## config.mk

```make
export PLATFORM = sky130hd
export DESIGN_NAME = alu_arbiter
export DESIGN_NICKNAME = d
export VERILOG_FILES = /design/src/rtl/alu_pkg.sv /design/src/rtl/alu_arbiter_rr_arb2.sv /design/src/rtl/alu_arbiter.sv
export SDC_FILE = /design/constraint.sdc
export NUM_CORES = 1
export LEC_CHECK = 0
export CAP_MARGIN = 20
export CELL_PAD_IN_SITES_DETAIL_PLACEMENT = 1
export CELL_PAD_IN_SITES_GLOBAL_PLACEMENT = 1
export CORE_MARGIN = 2
export CORE_UTILIZATION = 29
export CTS_CLUSTER_SIZE = 25
export DETAILED_ROUTE_END_ITERATION = 8
export HOLD_SLACK_MARGIN = 0.05
export PLACE_DENSITY = 0.81
export SLEW_MARGIN = 0
export SYNTH_ARGS = -nofsm -noshare
export SYNTH_HDL_FRONTEND = slang
export SYNTH_SLANG_ARGS = --single-unit
```

## constraint.sdc

```tcl
create_clock -name clk -period 1.8 [get_ports clk]
set_input_delay 0.27 -clock clk [delete_from_list [all_inputs] [get_ports clk]]
set_output_delay 0.27 -clock clk [all_outputs]
set_load 0.01 [all_outputs]
```

## src/rtl/alu_pkg.sv

```systemverilog
// Shared definitions for the ALU arbiter: opcodes, legality check, FSM encoding.
package alu_pkg;

    localparam logic [3:0] ALU_AND = 4'b0000;
    localparam logic [3:0] ALU_OR  = 4'b0001;
    localparam logic [3:0] ALU_ADD = 4'b0010;
    localparam logic [3:0] ALU_SUB = 4'b0110;
    localparam logic [3:0] ALU_SLT = 4'b0111;

    typedef enum logic [1:0] {
        IDLE = 2'd0,
        EXEC = 2'd1,
        RESP = 2'd2
    } state_t;

    // True for the five opcodes the ALU implements; anything else is answered
    // with an error response and never reaches the ALU.
    function automatic logic op_is_legal(input logic [3:0] op);
        logic legal;
        legal = 1'b0;
        case (op)
            ALU_AND, ALU_OR, ALU_ADD, ALU_SUB, ALU_SLT: legal = 1'b1;
            default:                                    legal = 1'b0;
        endcase
        return legal;
    endfunction

endpackage

```

## src/rtl/alu_arbiter_rr_arb2.sv

```systemverilog
// Two-way round-robin picker. Holds the priority pointer; the last grantee
// drops to lowest priority when the owner's transaction completes.
module rr_arb2 (
    input  logic       clk,
    input  logic       rst,
    input  logic [1:0] i_req,
    input  logic       i_adv,
    input  logic       i_last,
    output logic [1:0] o_gnt,
    output logic       o_prio
);

    logic r_prio;

    // Priority holder wins if requesting, otherwise the other requester.
    always_comb begin
        // NOTE: defaulting every output first keeps this block free of inferred latches.
        o_gnt = 2'b00;
        if (r_prio == 1'b0) begin
            if (i_req[0])      o_gnt = 2'b01;
            else if (i_req[1]) o_gnt = 2'b10;
        end else begin
            if (i_req[1])      o_gnt = 2'b10;
            else if (i_req[0]) o_gnt = 2'b01;
        end
    end

    // Priority pointer moves to the requester that was not just served.
    always_ff @(posedge clk or negedge rst) begin
        // NOTE: sequential state uses non-blocking assignments so all flops update together.
        if (!rst) begin
            r_prio <= 1'b0;
        end else if (i_adv) begin
            r_prio <= ~i_last;
        end
    end

    assign o_prio = r_prio;

endmodule

```

## src/rtl/alu_arbiter.sv

```systemverilog
// Arbitrates one shared ALU between two requesters. A granted request is
// latched, held on the ALU for ALU_LAT cycles, and its result is returned to
// the owner over a valid/ready response handshake.
module alu_arbiter
    import alu_pkg::*;
#(
    parameter int W       = 32,
    parameter int ALU_LAT = 1
) (
    input  logic         clk,
    input  logic         rst,
    input  logic [1:0]   req_valid,
    output logic [1:0]   req_ready,
    input  logic [W-1:0] req_a0,
    input  logic [W-1:0] req_b0,
    input  logic [W-1:0] req_a1,
    input  logic [W-1:0] req_b1,
    input  logic [3:0]   req_op0,
    input  logic [3:0]   req_op1,
    output logic [1:0]   rsp_valid,
    input  logic [1:0]   rsp_ready,
    output logic [W-1:0] rsp_result,
    output logic         rsp_zero,
    output logic         rsp_err,
    output logic [W-1:0] alu_a,
    output logic [W-1:0] alu_b,
    output logic [3:0]   alu_ctrl,
    input  logic [W-1:0] alu_result,
    input  logic         alu_zero
);

    localparam int CW = (ALU_LAT > 1) ? $clog2(ALU_LAT) : 1;
    localparam logic [CW-1:0] CNT_INIT = CW'(ALU_LAT - 1);

    state_t          r_state;
    state_t          w_state_nxt;
    logic [W-1:0]    r_a;
    logic [W-1:0]    r_b;
    logic [3:0]      r_op;
    logic            r_owner;
    logic [CW-1:0]   r_cnt;
    logic [W-1:0]    r_result;
    logic            r_zero;
    logic            r_err;

    logic [1:0]      w_arb_req;
    logic [1:0]      w_gnt;
    logic            w_prio;
    logic            w_capture;
    logic            w_exec_done;
    logic            w_adv;
    logic            w_sel_owner;
    logic [W-1:0]    w_sel_a;
    logic [W-1:0]    w_sel_b;
    logic [3:0]      w_sel_op;
    logic            w_sel_legal;

    // Arbitration is only offered while idle, so no grant can appear mid-transaction.
    assign w_arb_req = (r_state == IDLE) ? req_valid : 2'b00;

    rr_arb2 u_rr_arb2 (
        .clk    (clk),
        .rst    (rst),
        .i_req  (w_arb_req),
        .i_adv  (w_adv),
        .i_last (r_owner),
        .o_gnt  (w_gnt),
        .o_prio (w_prio)
    );

    // Operand mux for the winning requester.
    assign w_sel_owner = w_gnt[1];
    assign w_sel_a     = w_sel_owner ? req_a1  : req_a0;
    assign w_sel_b     = w_sel_owner ? req_b1  : req_b0;
    assign w_sel_op    = w_sel_owner ? req_op1 : req_op0;
    assign w_sel_legal = op_is_legal(w_sel_op);

    // FSM state register.
    always_ff @(posedge clk or negedge rst) begin
        if (!rst) begin
            r_state <= IDLE;
        end else begin
            r_state <= w_state_nxt;
        end
    end

    // Next-state and handshake/ALU outputs; ALU inputs are zero outside EXEC.
    always_comb begin
        w_state_nxt = r_state;
        w_capture   = 1'b0;
        w_exec_done = 1'b0;
        w_adv       = 1'b0;
        req_ready   = 2'b00;
        rsp_valid   = 2'b00;
        alu_a       = '0;
        alu_b       = '0;
        alu_ctrl    = 4'b0000;
        case (r_state)
            IDLE: begin
                req_ready = w_gnt;
                if (w_gnt != 2'b00) begin
                    w_capture   = 1'b1;
                    w_state_nxt = w_sel_legal ? EXEC : RESP;
                end
            end
            EXEC: begin
                alu_a    = r_a;
                alu_b    = r_b;
                alu_ctrl = r_op;
                if (r_cnt == '0) begin
                    w_exec_done = 1'b1;
                    w_state_nxt = RESP;
                end
            end
            RESP: begin
                rsp_valid = r_owner ? 2'b10 : 2'b01;
                if (rsp_ready[r_owner]) begin
                    w_adv       = 1'b1;
                    w_state_nxt = IDLE;
                end
            end
            default: begin
                w_state_nxt = IDLE;
            end
        endcase
    end

    // Request capture, latency countdown and result/flag capture.
    always_ff @(posedge clk or negedge rst) begin
        if (!rst) begin
            r_a      <= '0;
            r_b      <= '0;
            r_op     <= 4'b0000;
            r_owner  <= 1'b0;
            r_cnt    <= '0;
            r_result <= '0;
            r_zero   <= 1'b0;
            r_err    <= 1'b0;
        end else if (w_capture) begin
            r_a     <= w_sel_a;
            r_b     <= w_sel_b;
            r_op    <= w_sel_op;
            r_owner <= w_sel_owner;
            r_cnt   <= CNT_INIT;
            if (!w_sel_legal) begin
                r_result <= '0;
                r_zero   <= 1'b0;
                r_err    <= 1'b1;
            end
        end else if (r_state == EXEC) begin
            if (w_exec_done) begin
                r_result <= alu_result;
                r_zero   <= (r_op == ALU_SUB) ? alu_zero : 1'b0;
                r_err    <= 1'b0;
            end else begin
                r_cnt <= r_cnt - 1'b1;
            end
        end
    end

    assign rsp_result = r_result;
    assign rsp_zero   = r_zero;
    assign rsp_err    = r_err;

endmodule

```

==> results.cfg <==
[logic_synthesis]
synth_area_mm2 = 0.00540
yosys.area_share.adder_pct = 0
synth_top_family_by_area = multiplexers
synth_fp_nets = 697
yosys.area_share.xor_xnor_pct = 0
syn_area_per_cell_um2 = 10.3
synth_area_leaders = dfrtp_1 (50%), mux2i_1 (19%), a21oi_1 (8.2%)
synth_cells = 522
seq_area_frac_synth_pct = 49.6
muxShareOfSynthArea_pct = 19.3
ys_ff_latch = 107
synth-compound-area-share_pct = 10.9
ys_warn_count = 0
synth-simple-area-share_pct = 15.3
yosysUniqueCellTypes = 26
yosysTopAreaCellShare_pct = 49.6
yosys.area.top_type = dfrtp_1

[critical_path]
cp.required_ns = 2.01
r2r-end = rsp_result[20]
rr_worst_depth = 10
start_kind = register
critPathKind = register to register
r2r_setup_slack_ns = -0.15
worstPathMaxFanout = 8
timing.rr.start = r_state[0]
cp.arrival_ns = 2.16
crit_path_end_kind = register

[floorplan]
row_count = 49
boundaryPins = 281
dieArea_mm2 = 0.0197
die_x_um = 140
core_mm2 = 0.0181
die_h_um = 140
start_util_pct = 29.8

[cells_and_area]
fill_cells = 1934
final_cell_mix = clkdlybuf4s50_1 (207), dfrtp_1 (106), mux2i_1 (89), a21oi_1 (89), buf_6 (54)
syn2layout_area_growth_pct = 79.4
multi_input_area_mm2 = 0.00274
fin_nets = 1007
fin_area_mm2 = 0.00969
final_util_pct = 53.4
final_common_cell = clkdlybuf4s50_1
regArea_mm2 = 0.00268
drive_gt1_share_pct = 28.1

[run]
maxCapViolations = 0

[detailed_routing]
routed_via_density = 4.74
post_drt_wl_per_cell_um = 18.6
num_vias = 5058
dr.pass1.iters = 4
final_antenna_net_count = 0
drtIter0Drc = 131
drc = 0
postRouteWirelength_um = 19800

[grt]
grt_pass1_wl_um = 29100
grt_overflow = 0
grt_max_degree = 65
grt_antenna_before_repair = 1
grt_usage_pct = 18.9
grt_pass1_vias = 5337

[sta]
period_needed_ns = 1.95
worst_slack_ns = -0.146
final_max_slew_viol_count = 0
finalClockSkew_ns = 0.00579
timing.final.crit_share_pct = 108
setup_viol = 73
grt_setup_unrepaired = true
slew_headroom_pct = 69.4
tightest_slew_ns = 0.458
tns_ns = -5.34
hold_violations = 0
clock.fmax_mhz = 514
hold_slack_ns = 0.432

[outcome]
outcome = finished, violations left
violations = negative setup slack

[pwr]
vdd_drop_max_mv = 0.596
leakage_nw = 4.66
power_density_mw_per_mm2 = 1310

[clock_network]
clk_latency_ns = 0.34
clockBufferDepth = 2
clk_pin_slew_ns = 0.07
cts_root_buf = clkbuf_16
cts-buffers-inserted = 9
cts_tree = done
cts.sinks = 107
h-tree-depth = 3

[placement]
hpwl_um = 13900
place_congestion = 0.747
pre_cts_slack_ns = -0.155
placed_area_mm2 = 0.00870
portBuffers = 280

[min_path]
hold_path_class = input port to async pin
cell usage after synthesis (all sizes together):
master and n:
nor3 2, o21a 1, a221o 1, a22o 1
and4 1, clkbuf 19, mux2i 103, nand3 2
inv 2, and2 69, a21oi 99, and3b 2
buf 22, nand2 9, nand2b 2, nor2 67
nor2b 6, nor3b 1, dfrtp 107, o21ai 6
worst max path at each step:
| stage | startpoint | end | slack [ns] | cells past startpoint |
|---|---|---|---|---|
| floorplan | u_rr_arb2.o_prio | rsp_result[10] | 0.32 | 6 |
| global placement | req_valid[0] | rsp_result[16] | -0.14 | 6 |
| detailed placement | req_valid[1] | r_a[10] | -0.15 | 7 |
| CTS | r_state[0] | alu_a[18] | -0.17 | 7 |
| global route | r_state[0] | rsp_result[20] | -0.21 | 10 |
| finish | r_state[0] | rsp_result[20] | -0.15 | 10 |
final cells by class:
class,count,area share [%]
inverters,2,0.0775
well taps,229,2.96
diodes,1,0.0258
flip-flops and latches,107,27.6
clock inverters,5,1.06
multi-input cells,372,28.3
repair buffers,340,37.6
clock buffers,10,2.36
repair_timing:
item	CTS	global route
endpoints found under the hold margin	28	0
resized for setup	348	106
pin swaps	11	61
endpoints found under the setup margin	72	122
cloned	3	6
hold buffers	1	0
setup buffers	12	8
power by group:
group          switching [mW]  leakage [nW]  internal, mW
Combinational            2.74          3.22          3.52
Clock                   0.887         0.159          1.35
Sequential              0.665          1.28          3.51
sequential cells by signal, summed over array words and instances, names as in the netlist:
name,flops
rsp_err,1
r_state,2
r_b,32
r_cnt,1
r_owner,1
u_rr_arb2.o_prio,1
r_a,32
rsp_zero,1
rsp_result,32
r_op,4
critical path: stages, from the launching register on:
cell       delay [ns]
dfrtp_1          0.39
nor2b_4          0.14
buf_12           0.12
buf_12           0.12
buf_12           0.13
clkbuf_16        0.15
buf_6            0.11
nand2b_4         0.13
clkbuf_16        0.20
mux2i_1          0.24
a21oi_1          0.07
layer usage:
metal / up-vias / track usage (%) / wire [um]
met5: - / 0 / 0
met2: 204 / 33.0 / 10000
met3: 22 / 5.57 / 1490
met1: 2432 / 22.5 / 7990
met4: 0 / 5.53 / 314
li1: 2400 / - / -
through the flow:
step	instances	total power [mW]
detailed placement	1023	9.61
global route	1066	13.5
CTS	1052	12.1
global placement	1023	9.38
floorplan	522	6.94
finish	1066	12.7
kinds of logic after synthesis:
family,Yosys count
AO/OA/AOI/OAI,108
flip-flops,107
buffers and inverters,43
AND/OR/NAND/NOR,161
multiplexers,103
No activity file was read; power rests on OpenSTA's default activity.
==> patch 1, RTL diff (same flow settings) <==
`W`: 32 -> 28.
--- a/src/rtl/alu_arbiter.sv
+++ b/src/rtl/alu_arbiter.sv
@@ -6,3 +6,3 @@
 #(
-    parameter int W       = 32,
+    parameter int W       = 28,
     parameter int ALU_LAT = 1
Ports: changed (8 resized); port bits go from 281 to 249. The function was not compared with the original's and may differ.
==> patch 1 against the original RTL <==
  * The run still ends with negative setup slack left
  * Sequential share of layout area rose by 1.8 points
  * Non-clock buffer count fell by 39
  * First-iteration DRC count rose by 33%
  * Routed wire length fell by 7.5%
  * Critical path depth fell by 3
  * Synthesized area fell by 17%
  * Worst hold slack got worse by 0.020 ns
  * Synthesized cell count fell by 5.0%
  * Power fell by 13%
  * Register-to-register slack improved by 0.12 ns
  * Sequential cell count fell by 12
  * Worst setup slack improved by 0.043 ns
  * Design area fell by 17%
==> patch 1: results (changes against the original RTL) <==
outcome finished, violations left; failing checks negative setup slack; Seq/Total Area, Yosys 0.527 (+0.0316); Port Buffers 248 (-11%); Yosys Warn Count 0 (unchanged); LEAKAGE 3.69 nW (-21%); Max-slew headroom 0.694 (about the same); WL per Instance 19.0 um (+2.2%); first-pass GRT wire length 27.5 mm (-5.5%); synth cell count leaders 118 x nand2_1, 95 x dfrtp_1, 63 x nor2_1, 61 x and2_1, 56 x a31oi_1; top area cells in the synthesized netlist dfrtp_1 53%, nand2_1 9.8%, and2_1 8.5%; dpl hpwl 12.4 mm (-11%); Register-to-Register Path Depth 10 (unchanged); Total GRT Usage 0.215 (+0.0261); number of library cell types mapped by synthesis 30 (+15%); Crit Path Max Fanout 7 (-1); final setup margin -0.103 ns (+0.0429 ns); Arr. time, crit path 1.63 ns (-0.53 ns); Setup Viol. Count Final 34 (-53%); FF-to-FF setup slack -0.03 ns (+0.12 ns); largest net degree at the start of global routing 51 (-22%); hold slack final 0.413 ns (-0.0197 ns); layout cells sized above 1 0.242 (-0.0388); Mapped Nets 651 (-6.6%); Worst Skew 0.00764 ns (+0.00185 ns); first-pass detailed-route iteration total 4 (unchanged); initial DRC count 174 (+33%); Worst R2R Start r_state[0]; vias in the first global route 5,209 (-2.4%); Psw 3.91 mW (-8.9%); VDD IR max 0.000572 V (-4.1%); Final GP Congestion 0.788 (+5.5%); NumNets Final 926 (-8.0%); post-DR vias/cell 4.95 (+4.2%); Critical R2R Capture rsp_zero
patch 1: critical path, cell delays in order (launching register included):
cell and delay (ns):
dfrtp_1 0.40, nor2b_4 0.14, buf_6 0.12, buf_6 0.13, buf_12 0.13, buf_6 0.11
and2_4 0.15, buf_6 0.11
patch 1: per-stage QoR:
step	setup TNS (ns)	worst slack, ns	cell area (um^2)	cells
2_1_floorplan	0	0.313	4510	496
3_3_place_gp	-7.20	-0.182	7360	925
3_5_place_dp	-10.98	-0.218	7360	925
4_1_cts	-1.84	-0.125	7920	962
5_1_grt	-4.60	-0.149	8090	965
6_report	-0.724	-0.103	8090	965
patch 1: how the worst max path moves through the flow:
stage                     end  slack [ns]  cells past startpoint
2_1_floorplan        rsp_zero        0.31                      6
3_3_place_gp       r_state[1]       -0.18                      6
3_5_place_dp   rsp_result[11]       -0.22                      6
4_1_cts             alu_b[22]       -0.13                      7
5_1_grt             alu_b[22]       -0.15                      7
6_report            alu_b[22]       -0.10                      7
patch 1: per-layer routing:
layer	GRT usage	vias to the layer above	wire [um]
met2	0.396	162	9720
met1	0.250	2372	7430
met3	0.0345	24	809
met5	0	-	0
li1	-	2215	-
met4	0.0806	0	372
patch 1: power by group through the flow:
stage	clock network (mW)	registers (mW)	logic, mW
floorplan	0	3.73	2.28
global placement	0	3.69	4.43
detailed placement	0	3.76	4.63
CTS	2.02	3.76	5.04
global route	2.12	3.92	5.65
finish	1.97	3.79	5.23
patch 1: logic make-up after synthesis:
family,after synthesis,synth area share
muxes,6,0.0139
and+or+nand+nor,253,0.253
DFF,95,0.527
AOI/OAI and AO/OA,100,0.162
buffers and inverters,42,0.0439
patch 1: final cells by class:
type | count | area [um^2]
Fill cell | 1679 | 7110
Multi-Input combinational cell | 359 | 2060
Tap cell | 188 | 235
Inverter | 5 | 21.3
Sequential cell | 95 | 2380
Clock inverter | 6 | 70.1
Clock buffer | 10 | 239
Timing Repair Buffer | 301 | 3080
Antenna cell | 1 | 2.50
patch 1: timing repair:
action	in CTS	in global routing
hold endpoints to repair	30	0
endpoints found under the setup margin	98	147
cloned	5	1
buffers inserted	15	3
hold buffers	1	0
gates resized for setup	332	40
pin swaps	11	33
==> patch 2, RTL diff (config.mk and constraints unchanged) <==
Without the edit above. Re-encode `state_t` (3 states) as one-hot, 3 bits wide.
--- a/src/rtl/alu_pkg.sv
+++ b/src/rtl/alu_pkg.sv
@@ -9,6 +9,6 @@
 
-    typedef enum logic [1:0] {
-        IDLE = 2'd0,
-        EXEC = 2'd1,
-        RESP = 2'd2
+    typedef enum logic [2:0] {
+        IDLE = 3'b001,
+        EXEC = 3'b010,
+        RESP = 3'b100
     } state_t;
Behaviour: no difference found for any inputs over 10 cycles, from zero or initial values and one cycle with rst low; not proved beyond that.
==> patch 2 against the original RTL <==
  * Critical path depth shrank 1
  * Power grew 1.2%
  * Design area increased by 3.2%
  * Synthesized area is 4.1% lower
  * Largest cell class unchanged
  * Routed wire length is 21% higher
  * Sequential cell count rose by 1
  * Worst hold slack better by 0.049 ns
  * Worst setup slack got worse by 0.078 ns
  * The flow still finishes with violations (negative setup slack)
==> patch 2: results (changes against the original RTL) <==
initial antenna violation count 0 (-1); Total GRT Usage 0.219 (+0.0303); largest net degree at the start of global routing 109 (+68%); layout cells sized above 1 0.352 (+0.0709); LEAKAGE 4.62 nW (-0.74%); dpl hpwl 13.4 mm (-3.9%); Crit path largest cell delay 0.59 ns (+0.20 ns); Worst Skew 0.00928 ns (+0.00349 ns); top area cells in the synthesized netlist dfrtp_1 52%, nand2_1 10%, and2_1 8.3%; Setup Viol. Count Final 171 (+130%); Reg clk slew, reported paths 0.09 ns (+0.02 ns); pre-CTS setup slack -0.259 ns (-0.104 ns); Syn Inst Count 564 (+8.0%); Crit Path Max Fanout 6 (-2); failing checks negative setup slack; # diodes 0 (-1); Seq/Total Area, Yosys 0.522 (+0.0260); area of placed instances 8350 um^2 (-4.0%); number of library cell types mapped by synthesis 37 (+42%); first-pass GRT wire length 31.4 mm (+8.2%); Max-slew headroom 0.588 (-0.106); VDD IR max 0.000549 V (-7.9%); NumNets Final 1,045 (+3.8%); final setup margin -0.223 ns (-0.0777 ns); outcome finished, violations left; WL per Instance 21.8 um (+17%); met2 WL 12.7 mm (+27%); placed insts 1,054 (+3.0%); setup TNS -15.33 ns (-9.99 ns); routed wire length 24.0 mm (+21%); CP max-delay cell dfstp_2; WL met3 1.47 mm (-1.2%); Psw 4.92 mW (+15%); Arr. time, crit path 2.25 ns (+0.09 ns); synth cell count leaders 140 x nand2_1, 107 x dfrtp_1, 69 x and2_1, 64 x a31oi_1, 64 x nor2_1
[patch 2: worst paths after layout]
path / to / cells after the start
hold / removal: r_a[9] / 3
setup / recovery: r_a[23] / 9
min in group asynchronous: r_a[29] / 3
hold reg to reg: rsp_zero / 1
max in group asynchronous: r_b[8] / 3
setup reg to reg: r_a[23] / 9
[patch 2: cell families after synthesis]
family	count (synthesis)	share of synthesized area
buf+inv	48	0.0505
simple gates	289	0.256
mux	5	0.00966
compound gates	114	0.162
flops	108	0.522
[patch 2: what timing repair did]
item                                    4_1_cts  5_1_grt
hold endpoints to repair                    107        0
buffers inserted                             11        2
pin swaps                                     6      140
hold buffers                                  1        0
cloned                                       10        9
resized for setup                           372      198
endpoints found under the setup margin      149      176
[patch 2: area by class of cell]
class	instances	area [um^2]
Timing Repair Buffer	338	3740
Tap cell	225	282
Multi-Input combinational cell	408	2950
Sequential cell	108	2700
Clock inverter	7	81.3
Inverter	5	28.8
Clock buffer	9	225
Fill cell	1904	7350
[patch 2: power groups by stage]
stage,clock network [mW],logic [mW],registers (mW)
CTS,2.10,5.48,4.15
finish,2.07,6.53,4.22
global route,2.19,6.96,4.35
global placement,0,4.43,4.14
detailed placement,0,4.57,4.18
floorplan,0,2.45,4.11
[patch 2: layer usage]
layer / vias up / GRT usage
li1: 2525 / -
met1: 2821 / 0.268
met2: 209 / 0.388
met3: 37 / 0.0493
met4: 0 / 0.0550
met5: - / 0
[patch 2: worst min-delay path, cell delays in order]
cell	delay, ns
clkdlybuf4s50_1	0.40
nor2_1	0.10
a31oi_1	0.04
